$ cat config.mk
export PLATFORM = sky130hd
export DESIGN_NAME = pwm_peripheral
export DESIGN_NICKNAME = d
export VERILOG_FILES = /design/src/rtl/pwm_peripheral.sv
export SDC_FILE = /design/constraint.sdc
export NUM_CORES = 1
export LEC_CHECK = 0
export BUFFER_PORTS_ARGS = -buffer_cell sky130_fd_sc_hd__buf_2
export CAP_MARGIN = 20
export CELL_PAD_IN_SITES_DETAIL_PLACEMENT = 1
export CELL_PAD_IN_SITES_GLOBAL_PLACEMENT = 1
export CORE_ASPECT_RATIO = 1.4
export CORE_MARGIN = 3
export CORE_UTILIZATION = 36
export DETAILED_ROUTE_END_ITERATION = 16
export GPL_TIMING_DRIVEN = 1
export PLACE_DENSITY_LB_ADDON = 0.1
export SYNTH_ARGS = -nofsm -noshare
export SYNTH_HDL_FRONTEND = slang
export SYNTH_SLANG_ARGS = --single-unit
$ cat constraint.sdc
create_clock -name clk -period 3.15 [get_ports clk]
set_input_delay 0.7875 -clock clk [delete_from_list [all_inputs] [get_ports clk]]
set_output_delay 0.7875 -clock clk [all_outputs]
set_load 0.01 [all_outputs]
$ cat src/rtl/pwm_peripheral.sv
// PWM output stage: 16 pins, each forced low, forced high, or driven by one shared 8-bit PWM.
// The duty cycle is shadowed and only takes effect at period boundaries, so mid-period writes cannot glitch a pin.
module pwm_peripheral #(
   parameter int CLK_DIV = 13
) (
   input  logic        clk,
   input  logic        rst_n,
   input  logic [7:0]  en_reg_out_7_0,
   input  logic [7:0]  en_reg_out_15_8,
   input  logic [7:0]  en_reg_pwm_7_0,
   input  logic [7:0]  en_reg_pwm_15_8,
   input  logic [7:0]  pwm_duty_cycle,
   output logic [15:0] out,
   output logic        period_start
);

   localparam int PW = (CLK_DIV > 1) ? $clog2(CLK_DIV) : 1;
   localparam logic [PW-1:0] PRE_LAST = PW'(CLK_DIV - 1);

   logic [PW-1:0] prescaler;
   logic [7:0]    pwm_cnt;
   logic [7:0]    duty_q;
   logic          tick;
   logic          boundary;
   logic [7:0]    eff_duty;
   logic          level;
   logic [15:0]   en_out;
   logic [15:0]   en_pwm;

   assign tick     = (prescaler == PRE_LAST);
   assign boundary = (prescaler == '0) && (pwm_cnt == 8'd0);
   // The value written in the boundary cycle itself governs the whole new period.
   assign eff_duty = boundary ? pwm_duty_cycle : duty_q;
   assign level    = (eff_duty == 8'hFF) ? 1'b1 : (pwm_cnt < eff_duty);
   assign en_out   = {en_reg_out_15_8, en_reg_out_7_0};
   assign en_pwm   = {en_reg_pwm_15_8, en_reg_pwm_7_0};

   always_ff @(posedge clk) begin
      if (!rst_n) begin
         prescaler    <= '0;
         pwm_cnt      <= 8'd0;
         duty_q       <= 8'd0;
         out          <= 16'h0000;
         period_start <= 1'b0;
      end else begin
         prescaler <= tick ? '0 : prescaler + 1'b1;
         if (tick) begin
            pwm_cnt <= pwm_cnt + 8'd1;
         end
         if (boundary) begin
            duty_q <= pwm_duty_cycle;
         end
         out          <= en_out & (~en_pwm | {16{level}});
         period_start <= boundary;
      end
   end

endmodule

After elaboration in Yosys (flattened, before gate mapping)

Cells that the tools add are included.

Eq/ne operators: 2
Order comparisons: 1
$add $sub $neg: 2
Bitwise logic cells: 4
Mux-type cells: 2
Reduce and logical (&&, ||, !) cells: 4

Operator list:

| kind                  | count |
|---|---|
| $and A16 B16 Y16      | 1 |
| $not A16 Y16          | 1 |
| $or A16 B16 Y16       | 1 |
| $add A8 B1 Y8 const B | 1 |
| $eq A8 B8 Y1 const B  | 1 |
| $logic_not A8 Y1      | 1 |
| $lt A8 B8 Y1          | 1 |
| $mux W8               | 1 |
| $add A4 B1 Y4 const B | 1 |
| $eq A4 B4 Y1 const B  | 1 |
| $logic_not A4 Y1      | 1 |
| $reduce_or A2 Y1      | 1 |
| $logic_and A1 B1 Y1   | 1 |
| $mux W1               | 1 |
| $not A1 Y1            | 1 |

Input port bits: 42
Output and inout bits: 17
Logic and storage cells: 20
Flip-flop bits (word level): 37

Depth between registers and ports, before layout

Gate-level depths: netlist (run 1).

Depth in word-level cells: 7
Mapped depth: 13

Worst setup path after synthesis (run 1)

Ideal clock, no wire load.

Path kind: register to register
From: register prescaler[0]
To: register out[10]
Clock period less this slack: 2.725 ns
Required time: 3.076 ns
Arrival: 2.651 ns
Stages on the path, launching flop included: 14
Setup slack: 0.425 ns
Cell sequence: dfxtp_1 > inv_1 > ha_1 > nor2b_2 > nand3_1 > buf_4 > mux2i_1 > ha_1 > a21o_1 > a21o_1 > a221oi_2 > o31ai_4 > buf_6 > a31oi_1

Longest elaborated chain between the ends: 7
Elaborated cells between the ends (all ways): 8
Classes of those cells: 1 x order compare; 1 x eq/ne; 2 x mux; 2 x bitwise; 2 x reduce/logical

Ends and longest elaborated chain:

| what                                         | line | RTL |
|---|---|---|
| start, declared                              | 20   | `logic [PW-1:0] prescaler;` |
| start signal, assigned                       | 46   | `prescaler <= tick ? '0 : prescaler + 1'b1;` |
| $logic_not A4 Y1 (*)                         | 31   | `assign boundary = (prescaler == '0) && (pwm_cnt == 8'd0);` |
| $logic_and A1 B1 Y1 (*)                      | 31   |  |
| $mux W8 (*)                                  | n/a  |  |
| $lt A8 B8 Y1 or $eq A8 B8 Y1 (tied branches) | 34   | `assign level = (eff_duty == 8'hFF) ? 1'b1 : (pwm_cnt < eff_duty);` |
| $mux W1 (*)                                  | 34   |  |
| $or A16 B16 Y16 (*)                          | 53   | `out <= en_out & (~en_pwm \| {16{level}});` |
| $and A16 B16 Y16 (*)                         | 53   |  |
| end signal, assigned                         | 53   |  |
| end, declared                                | 13   | `output logic [15:0] out,` |

Every way passes the cells marked *; elsewhere a longest branch is shown, timed or not.
A chain may end at the register's enable or synchronous reset.

Final worst setup path (run 1)

From: register pwm_cnt[0]
To: register out[14]

Longest elaborated chain between the ends: 7
Elaborated cells between the ends (all ways): 8
Classes of those cells: 1 x order compare; 1 x eq/ne; 2 x mux; 2 x bitwise; 2 x reduce/logical

Ends and longest elaborated chain:

| what                                         | line | RTL |
|---|---|---|
| start, declared                              | 21   | `logic [7:0] pwm_cnt;` |
| start signal, assigned                       | 48   | `pwm_cnt <= pwm_cnt + 8'd1;` |
| $logic_not A8 Y1                             | 31   |  |
| $logic_and A1 B1 Y1                          | 31   |  |
| $mux W8                                      | n/a  |  |
| $lt A8 B8 Y1 or $eq A8 B8 Y1 (tied branches) | 34   |  |
| $mux W1 (*)                                  | 34   |  |
| $or A16 B16 Y16 (*)                          | 53   |  |
| $and A16 B16 Y16 (*)                         | 53   |  |

Marked as above.

==> reports/metrics.yaml, run 1 <==
place:
  dp_cells: 288
  preCtsSetupSlack_ps: 16.73
  globalplace.congestion: 0.7884
  portBuffers: 58
  dp_hpwl_um: 3473
power_and_ir_drop:
  power.share.sequential_pct: 50.6
  ir_worst_vdd_mv: 0.2131
  p_clk_share_pct: 31.3
  netSwitchingFraction_pct: 27.49
  power_switching_mw: 0.2770
  power.leakage_nw: 1.015
  p_comb_share_pct: 18.0
  cellInternalPower_mw: 0.7305
  powerDensity_nw_per_um2: 471.5
cts:
  cts_tree: "built"
  clock-root-buffer: "clkbuf_8"
  cts.sinks: 37
  clock_path_buffers: 2
  path_clk_slew_ps: 70
  numCtsBuffers: 5
  cts_max_level: 2
  insertion_delay_ps: 280
run_status:
  status: "finished, final reports clean"
synthesis:
  synth_seq_area_share_pct: 44.68
  synth-seq-cells: 37
  yosys-top-cells-count: "37 x dfxtp_1, 22 x nand2_1, 20 x nor2_1, 18 x a31oi_1, 10 x ha_1"
  yosysWarnings: 0
  yosysMostFrequentCell: "dfxtp_1"
  synth_cell_types: 37
  syn-instance-count: 175
  yosys.area.top_type_share_pct: 44.68
  async_flop_share_pct: 0
  synth_edf_count: 0
  yosys_most_used_dff: "dfxtp_1"
  synth_largest_area_cell: "dfxtp_1"
  syn_nets: 227
  synth_area_um2: 1658
  synthTopCellsByArea: "dfxtp_1 45%, ha_1 7.5%, a31oi_1 6.8%"
  avgSynthCellArea_um2: 9.473
drt:
  initialDrtViolationCount: 73
  vias: 1522
  wl_um: 4513
  ant_nets: 0
  avgViaCountPerCell: 5.107
  drtPass1Iterations: 4
  drc: 0
  routedWlPerCell_um: 15.14
grt:
  grt_pass1_vias: 1672
  track_usage_pct: 17.37
  antenna_found_initial: 0
  grt_start_max_net_pins: 20
  overflow: 0
  grt_pass1_wl_um: 7596
timing:
  fin_ws_ps: 215.3
  fin_skew_ps: 5.011
  period_share_pct: 93.16
  hold_violations: 0
  worstMarginPinSlew_ps: 621.9
  tns_ps: 0
  finalSetupViolations: 0
  slew_headroom_pct: 58.54
  fmax_mhz: 340.8
  period_needed_ps: 2935
  finalMaxSlewViolations: 0
setup_path:
  cp.required_ps: 3300
  critical_path_cell_count: 12
  cp-start-kind: "flop"
  end_kind: "flop"
  critPathTopFamily: "simple AND/OR/NAND/NOR gates"
  crit_path_top_delay_cell: "dfxtp_1"
  crit_arrival_ps: 3080
  critical_path.max_stage_delay_ps: 380
  ff2ff_path_depth: 12
  path_max_fanout: 16
  path_common_cell: "ha_1"
  crit_type: "flop to flop"
  cp.buffers_inverters: 3
  path_cells: "inv_1 > ha_1 > nor4b_4 > nand3_2 > buf_4 > mux2i_4 > ha_1 > and4_1 > o2111ai_1 > o31ai_4 > buf_12 > a31oi_1"
layout:
  fin_cells: 298
  drive_above_1_share_pct: 33.61
  antenna_cells: 0
  syn_to_final_growth_pct: 28.91
  layout.nets: 289
min_path:
  hold_path_class: "flop to flop"
  holdPathStages: 1
floorplanning:
  start_util_pct: 38.16
  coreArea_um2: 4344
  row_count: 28
  pin_count: 59
  die_x_um: 63.35
  chipHeight_um: 86.30
  dieArea_um2: 5467
job:
  maxCapViolCount: 0
-- metrics by stage --
stage	util [%]	instance area, um^2	hold WS, ps	power (mW)
2_1_floorplan	-	1658	440.6	0.6231
3_3_place_gp	46.28	2011	456.2	0.6843
3_5_place_dp	46.28	2011	470.4	0.6912
4_1_cts	48.30	2098	533.7	1.011
5_1_grt	49.19	2137	551.0	1.066
6_report	49.19	2137	513.1	1.008
-- placed cells by master (no fill, tap or decap), types with 4 or more instances in the layout --
| master | instances |
|---|---|
| nand4_1 | 7 |
| clkbuf_8 | 5 |
| inv_1 | 5 |
| buf_2 | 58 |
| dfxtp_1 | 37 |
| a21oi_1 | 5 |
| a21o_1 | 4 |
| mux2i_1 | 7 |
| nand2_1 | 22 |
| nor2_1 | 20 |
| ha_1 | 10 |
| a31oi_1 | 18 |
-- final timing paths --
path | to | slack, ps | from
max | out[14] | 220 | pwm_cnt[0]
min | prescaler[0] | 510 | prescaler[0]
max reg2reg | out[14] | 220 | pwm_cnt[0]
min reg2reg | prescaler[0] | 510 | prescaler[0]
-- area by class of cell --
| class | count | area (um^2) |
|---|---|---|
| inverter | 6 | 22.52 |
| tap | 60 | 75.07 |
| clock inverter | 2 | 10.01 |
| fill | 553 | 2207 |
| clock buffer | 6 | 72.57 |
| multi-input combinational | 125 | 883.3 |
| timing repair buffer | 62 | 332.8 |
| sequential | 37 | 740.7 |
-- metal layers --
| layer | global-route usage, % | up-vias | part of all wire (%) |
|---|---|---|---|
| met4 | 5.894 | 0 | 1.1 |
| met3 | 5.577 | 4 | 6.2 |
| met1 | 17.39 | 721 | 38 |
| met5 | 0 | - | 0 |
| li1 | - | 748 | - |
| met2 | 33.27 | 49 | 55 |
-- power by group through the flow --
stage                     Clock (mW)  Combinational [mW]  Sequential, mW
after CTS                      0.328               0.173           0.509
after global placement             0               0.165           0.519
after floorplan                    0              0.0989           0.524
after global routing           0.351               0.202           0.513
after detailed placement           0               0.171           0.520
final                          0.316               0.182           0.510
-- state kept, by name, summed over array words and instances (netlist names) --
name,flops
pwm_cnt,8
out,16
prescaler,4
duty_q,8
period_start,1
-- cells by family (layout without fill, tap and decap cells) --
logic type	after synthesis	count (layout)	share of synthesized area (%)
xor+xnor	6	6	3.170
flops	37	37	44.68
fa+ha+maj	10	10	7.547
compound gates	37	37	15.70
mux	8	8	4.830
buf+inv	13	76	3.774
simple gates	64	64	20.30
-- what timing repair did --
item                                    in CTS  in global routing
resized for setup                            1                  3
pin swaps                                    0                  1
endpoints found under the setup margin       1                 16
setup buffers                                0                  2
hold buffers                                 0                  0
Note: power is estimated with default switching activity, not from simulation.
==> run 2, diff against run 1 <==
--- a/config.mk
+++ b/config.mk
@@ -5,6 +5,7 @@
 export SDC_FILE = /design/constraint.sdc
 export NUM_CORES = 1
 export LEC_CHECK = 0
+export ABC_CLOCK_PERIOD_IN_PS = 3250
 export BUFFER_PORTS_ARGS = -buffer_cell sky130_fd_sc_hd__buf_2
 export CAP_MARGIN = 20
 export CELL_PAD_IN_SITES_DETAIL_PLACEMENT = 1
==> constraint.sdc (replaced) <==
create_clock -name clk -period 3.25 [get_ports clk]
set_input_delay 0.8125 -clock clk [delete_from_list [all_inputs] [get_ports clk]]
set_output_delay 0.8125 -clock clk [all_outputs]
set_load 0.01 [all_outputs]
==> run 2 against run 1 <==
Critical path depth unchanged. First-iteration DRC count is 52% lower. Clock skew is 1.1 ps higher. Sequential power fell by 3%. Critical endpoint is now out[0]. Largest cell class unchanged. Largest power group unchanged.
==> reports/metrics.yaml, run 2 (synthesis gave the netlist of run 1 again) <==
layout:
  layout.nets: 287  # -0.69%
  syn_to_final_growth_pct: 25.81
  fillers: 570  # +3.1%
  mostFrequentLayoutCells: "58 x buf_2, 37 x dfxtp_1, 22 x nand2_1, 20 x nor2_1, 18 x a31oi_1"
  regMostFlops: "out"
  fin_util_pct: 48.01  # -1.2 points
  largest_reg_flops: 16  # unchanged
  drive_above_1_share_pct: 32.63  # -0.99 points
  antenna_cells: 0  # unchanged
  final_common_cell: "buf_2"
  largestRegisters: "out (16), duty_q (8), pwm_cnt (8)"
place:
  preCtsSetupSlack_ps: 155.7  # +139.0 ps
  portBuffers: 58  # unchanged
  globalplace.congestion: 0.7677  # -2.6%
  dp_hpwl_um: 3425  # -1.4%
drt:
  routedWlPerCell_um: 14.76  # -2.6%
  initialDrtViolationCount: 35  # -52%
  drtPass1Iterations: 4  # unchanged
  wl_um: 4368  # -3.2%
  avgViaCountPerCell: 5.003  # -2.0%
  ant_nets: 0  # unchanged
  vias: 1481  # -2.7%
  drc: 0  # unchanged
setup_path:
  path_cells: "inv_1 > ha_1 > nor4b_4 > nand3_2 > mux2i_1 > ha_1 > a21o_1 > a21o_1 > a221oi_2 > o31ai_4 > buf_4 > a31oi_1"
  end_kind: "flop"
  crit_type: "flop to flop"
  path_max_fanout: 16  # unchanged
  crit_path_top_delay_cell: "dfxtp_1"
  cp.required_ps: 3460  # +160 ps
  crit_arrival_ps: 3220  # +140 ps
  critical_path.max_stage_delay_ps: 370  # about the same
  cp-start-kind: "flop"
cts:
  insertion_delay_ps: 290  # about the same
  cts_hold_buf: 0  # unchanged
  cts_tree: "built"
  path_clk_slew_ps: 70  # about the same
  cts.sinks: 37  # unchanged
  clock-root-buffer: "clkbuf_8"
  clock_path_buffers: 2  # unchanged
  cts_max_level: 2  # unchanged
  numCtsBuffers: 5  # unchanged
timing:
  fmax_mhz: 332.4  # -2.5%
  worstMarginPinSlew_ps: 627.3  # +5.459 ps
  rsz0062_at_grt: "no"
  finalSetupViolations: 0  # unchanged
  fin_skew_ps: 6.073  # +1.062 ps
  tns_ps: 0  # unchanged
  slew_headroom_pct: 58.17  # -0.36 points
  hold_violations: 0  # unchanged
  fin_ws_ps: 241.4  # +26.10 ps
  period_share_pct: 92.57  # -0.59 points
  finalMaxSlewViolations: 0  # unchanged
  period_needed_ps: 3009  # +73.90 ps
grt:
  antenna_found_initial: 0  # unchanged
  track_usage_pct: 17.07  # -0.30 points
  grt_pass1_vias: 1558  # -6.8%
  use_met2_pct: 30.99  # -2.3 points
  grt.met3_usage_pct: 5.707  # +0.13 points
  grt_pass1_wl_um: 7362  # -3.1%
  busiest_layer: "met2"
  use_met1_pct: 17.78  # +0.39 points
  overflow: 0  # unchanged
  grt_start_max_net_pins: 20  # unchanged
min_path:
  hold_path_class: "flop to flop"
power_and_ir_drop:
  ir_worst_vdd_mv: 0.2752  # +29%
  power.leakage_nw: 1.003  # -1.2%
  powerDensity_nw_per_um2: 460.3  # -2.4%
  p_total_mw: 0.9601  # -4.7%
floorplanning:
  pin_count: 59  # unchanged
  chipHeight_um: 86.30  # unchanged
  die_x_um: 63.35  # unchanged
  start_util_pct: 38.16  # unchanged
  dieArea_um2: 5467  # unchanged
  coreArea_um2: 4344  # unchanged
  row_count: 28  # unchanged
run_status:
  status: "finished, final reports clean"
job:
  maxCapViolCount: 0  # unchanged
-- run 2: changes by cell type in the layout (fill, tap and decap cells not counted), sizes merged --
cell	before	now
buf	62	60
-- run 2: final cells by class --
type                       instances  area, um^2  share of cell area (%)
multi-input combinational        125       859.6                   41.21
sequential                        37       740.7                   35.51
tap                               60       75.07                   3.599
inverter                           6       22.52                   1.080
clock buffer                       6       72.57                   3.479
clock inverter                     2       10.01                  0.4799
timing repair buffer              60       305.3                   14.64
-- run 2: stage by stage --
step / area [um^2] / cells / hold slack [ps]
after floorplan: 1658 / 175 / 440.6
after global placement: 1998 / 288 / 463.6
after detailed placement: 1998 / 288 / 470.2
after CTS: 2081 / 296 / 486.3
after global routing: 2086 / 296 / 523.6
final: 2086 / 296 / 478.0
-- run 2: per-layer routing --
layer / vias to the layer above / share of wire [%]
li1: 740 / -
met2: 45 / 52
met4: 0 / 1.6
met5: - / 0
met3: 8 / 6.3
met1: 688 / 40
-- run 2: power by group --
| part | internal [mW] | switching [mW] | leakage, nW |
|---|---|---|---|
| Sequential | 0.480 | 0.0146 | 0.305 |
| Clock | 0.148 | 0.153 | 0.0450 |
| Combinational | 0.0718 | 0.0922 | 0.653 |
-- run 2: worst max-delay path: cells and delay by family, from the launching register on --
kind,cells,cell delay [ps]
flip-flops,1,370
AO/OA/AOI/OAI,5,980
adder cells (fa/ha/maj),2,440
AND/OR/NAND/NOR,2,550
multiplexers,1,310
buffers and inverters,2,280
-- run 2: timing repair --
item | 4_1_cts | 5_1_grt
endpoints found under the setup margin | 0 | 16
endpoints found under the hold margin | 0 | 0
setup buffers | 0 | 0
gates resized for setup | 0 | 1
-- run 2: worst paths after layout --
kind,start,slack (ps),cells past startpoint,to
setup / recovery,pwm_cnt[0],240,12,out[0]
hold / removal,prescaler[0],480,1,prescaler[0]
setup reg to reg,pwm_cnt[0],240,12,out[0]
hold reg to reg,prescaler[0],480,1,prescaler[0]
==> run 3, diff against run 2 <==
--- a/config.mk
+++ b/config.mk
@@ -12,7 +12,7 @@
 export CELL_PAD_IN_SITES_GLOBAL_PLACEMENT = 1
 export CORE_ASPECT_RATIO = 1.4
 export CORE_MARGIN = 3
-export CORE_UTILIZATION = 36
+export CORE_UTILIZATION = 35
 export DETAILED_ROUTE_END_ITERATION = 16
 export GPL_TIMING_DRIVEN = 1
 export PLACE_DENSITY_LB_ADDON = 0.1
==> run 3 against run 2 <==
Die area increased by 2.6%. Maximum frequency rose by 2.8%. Sequential share of layout area is 0.73 points lower. Sequential power barely moved. Largest power group unchanged.
==> reports/metrics.yaml, run 3 (synthesis gave the netlist of run 1 again) <==
setup_path:
  end_kind: "flop"
  crit_arrival_ps: 3140  # -80 ps
  reg2reg_from: "pwm_cnt[0]"
  r2r-end: "out[11]"
  path_max_fanout: 16  # unchanged
  ff2ff_path_depth: 13  # +1
  cp-start-kind: "flop"
  cp.required_ps: 3460  # about the same
  r2r_slack_ps: 320  # +80 ps
  crit_type: "flop to flop"
layout:
  drive_above_1_share_pct: 32.91  # +0.28 points
  layout.nets: 288  # +0.35%
  antenna_cells: 0  # unchanged
  syn_to_final_growth_pct: 28.45
  fillers: 555  # -2.6%
  final_common_cell: "buf_2"
  largest_reg_flops: 16  # unchanged
  regMostFlops: "out"
  largestRegisters: "out (16), duty_q (8), pwm_cnt (8)"
  mostFrequentLayoutCells: "58 x buf_2, 37 x dfxtp_1, 22 x nand2_1, 20 x nor2_1, 18 x a31oi_1"
  register_area_um2: 740.7  # unchanged
  fin_cells: 299  # +1.0%
  finalInstanceArea_um2: 2130  # +2.1%
  multi_input_area_um2: 859.6  # unchanged
cts:
  path_clk_slew_ps: 70  # about the same
  clock_path_buffers: 2  # unchanged
  cts_tree: "built"
  cts_max_level: 2  # unchanged
  insertion_delay_ps: 280  # about the same
  numCtsBuffers: 5  # unchanged
  cts_hold_buf: 0  # unchanged
  cts.sinks: 37  # unchanged
  clock-root-buffer: "clkbuf_8"
timing:
  worstMarginPinSlew_ps: 660.4  # +33.08 ps
  rsz0062_at_grt: "no"
  period_needed_ps: 2928  # -80.95 ps
  period_share_pct: 90.08  # -2.5 points
  tns_ps: 0  # unchanged
  finalSetupViolations: 0  # unchanged
  fin_skew_ps: 3.806  # -2.267 ps
  hold_violations: 0  # unchanged
  slew_headroom_pct: 55.97  # -2.2 points
  fmax_mhz: 341.6  # +2.8%
  finalMaxSlewViolations: 0  # unchanged
floorplanning:
  die_x_um: 64.17  # +1.3%
  chipHeight_um: 87.43  # +1.3%
  pin_count: 59  # unchanged
  row_count: 29  # +3.6%
  start_util_pct: 36.55  # -1.6 points
  dieArea_um2: 5610  # +2.6%
  coreArea_um2: 4536  # +4.4%
grt:
  track_usage_pct: 16.89  # -0.18 points
  grt_pass1_vias: 1572  # +0.90%
  antenna_found_initial: 0  # unchanged
  overflow: 0  # unchanged
  grt_start_max_net_pins: 20  # unchanged
  grt_pass1_wl_um: 7334  # -0.38%
drt:
  initialDrtViolationCount: 30  # -14%
  avgViaCountPerCell: 4.980  # -0.47%
  vias: 1489  # +0.54%
  drtPass1Iterations: 2  # -2
  ant_nets: 0  # unchanged
  drc: 0  # unchanged
  wl_um: 4459  # +2.1%
  routedWlPerCell_um: 14.91  # +1.1%
power_and_ir_drop:
  ir_worst_vdd_mv: 0.2889  # +5.0%
  powerDensity_nw_per_um2: 500.5  # +8.7%
  power.leakage_nw: 1.021  # +1.8%
run_status:
  status: "finished, final reports clean"
place:
  dp_cells: 291  # +1.0%
  dp_hpwl_um: 3509  # +2.5%
  place_area_um2: 2008  # +0.50%
  portBuffers: 58  # unchanged
  globalplace.congestion: 0.8011  # +4.4%
job:
  maxCapViolCount: 0  # unchanged
min_path:
  holdPathStages: 1  # unchanged
  hold_path_class: "flop to flop"
  hold_end: "prescaler[0]"
  min_from: "prescaler[0]"
run 3: routing by layer:
| layer | GRT usage (%) | routed length, um |
|---|---|---|
| met3 | 5.685 | 307 |
| met2 | 29.16 | 2262 |
| met4 | 7.692 | 92 |
| met1 | 18.61 | 1797 |
| met5 | 0 | 0 |
run 3: report_power, final:
part           switching [mW]  internal, mW
combinational          0.0925        0.0741
clock                   0.156         0.250
sequential             0.0139         0.480
run 3: how the worst max path moves through the flow:
| stage | startpoint | end | cells past startpoint |
|---|---|---|---|
| after CTS | pwm_cnt[0] | out[1] | 13 |
| after global placement | pwm_cnt[0] | out[6] | 13 |
| after global routing | pwm_cnt[0] | out[4] | 13 |
| final | pwm_cnt[0] | out[11] | 13 |
| after floorplan | prescaler[0] | out[10] | 13 |
| after detailed placement | pwm_cnt[0] | out[1] | 13 |
run 3: area by class of cell:
type / count / share of cell area, %
clock inverter: 1 / 1.410
tap: 62 / 3.643
inverter: 6 / 1.058
sequential: 37 / 34.78
clock buffer: 7 / 4.054
multi-input combinational: 125 / 40.36
timing repair buffer: 61 / 14.69
run 3: what timing repair did:
| action | CTS | global route |
|---|---|---|
| buffers inserted | 0 | 0 |
| resized for setup | 0 | 1 |
| endpoints found under the hold margin | 0 | 0 |
| setup endpoints to repair | 0 | 2 |
run 3: metrics by stage:
| step | utilization (%) | power (mW) | setup WS, ps | hold slack [ps] |
|---|---|---|---|---|
| floorplan | - | 0.6039 | 525.3 | 440.6 |
| global placement | 44.28 | 0.6644 | 310.7 | 458.1 |
| detailed placement | 44.28 | 0.6709 | 271.0 | 504.5 |
| CTS | 46.84 | 1.081 | 219.4 | 520.2 |
| global route | 46.95 | 1.130 | 71.92 | 553.8 |
| finish | 46.95 | 1.066 | 322.4 | 505.6 |
run 3: critical path, stage by stage, from the launching register on:
cell	delay, ps
dfxtp_1	370
inv_1	80
ha_1	140
nor4b_4	300
nand3_2	180
buf_4	210
mux2i_1	160
ha_1	210
a21o_1	180
a21o_1	180
a221oi_2	330
o31ai_4	110
buf_4	200
a31oi_1	180
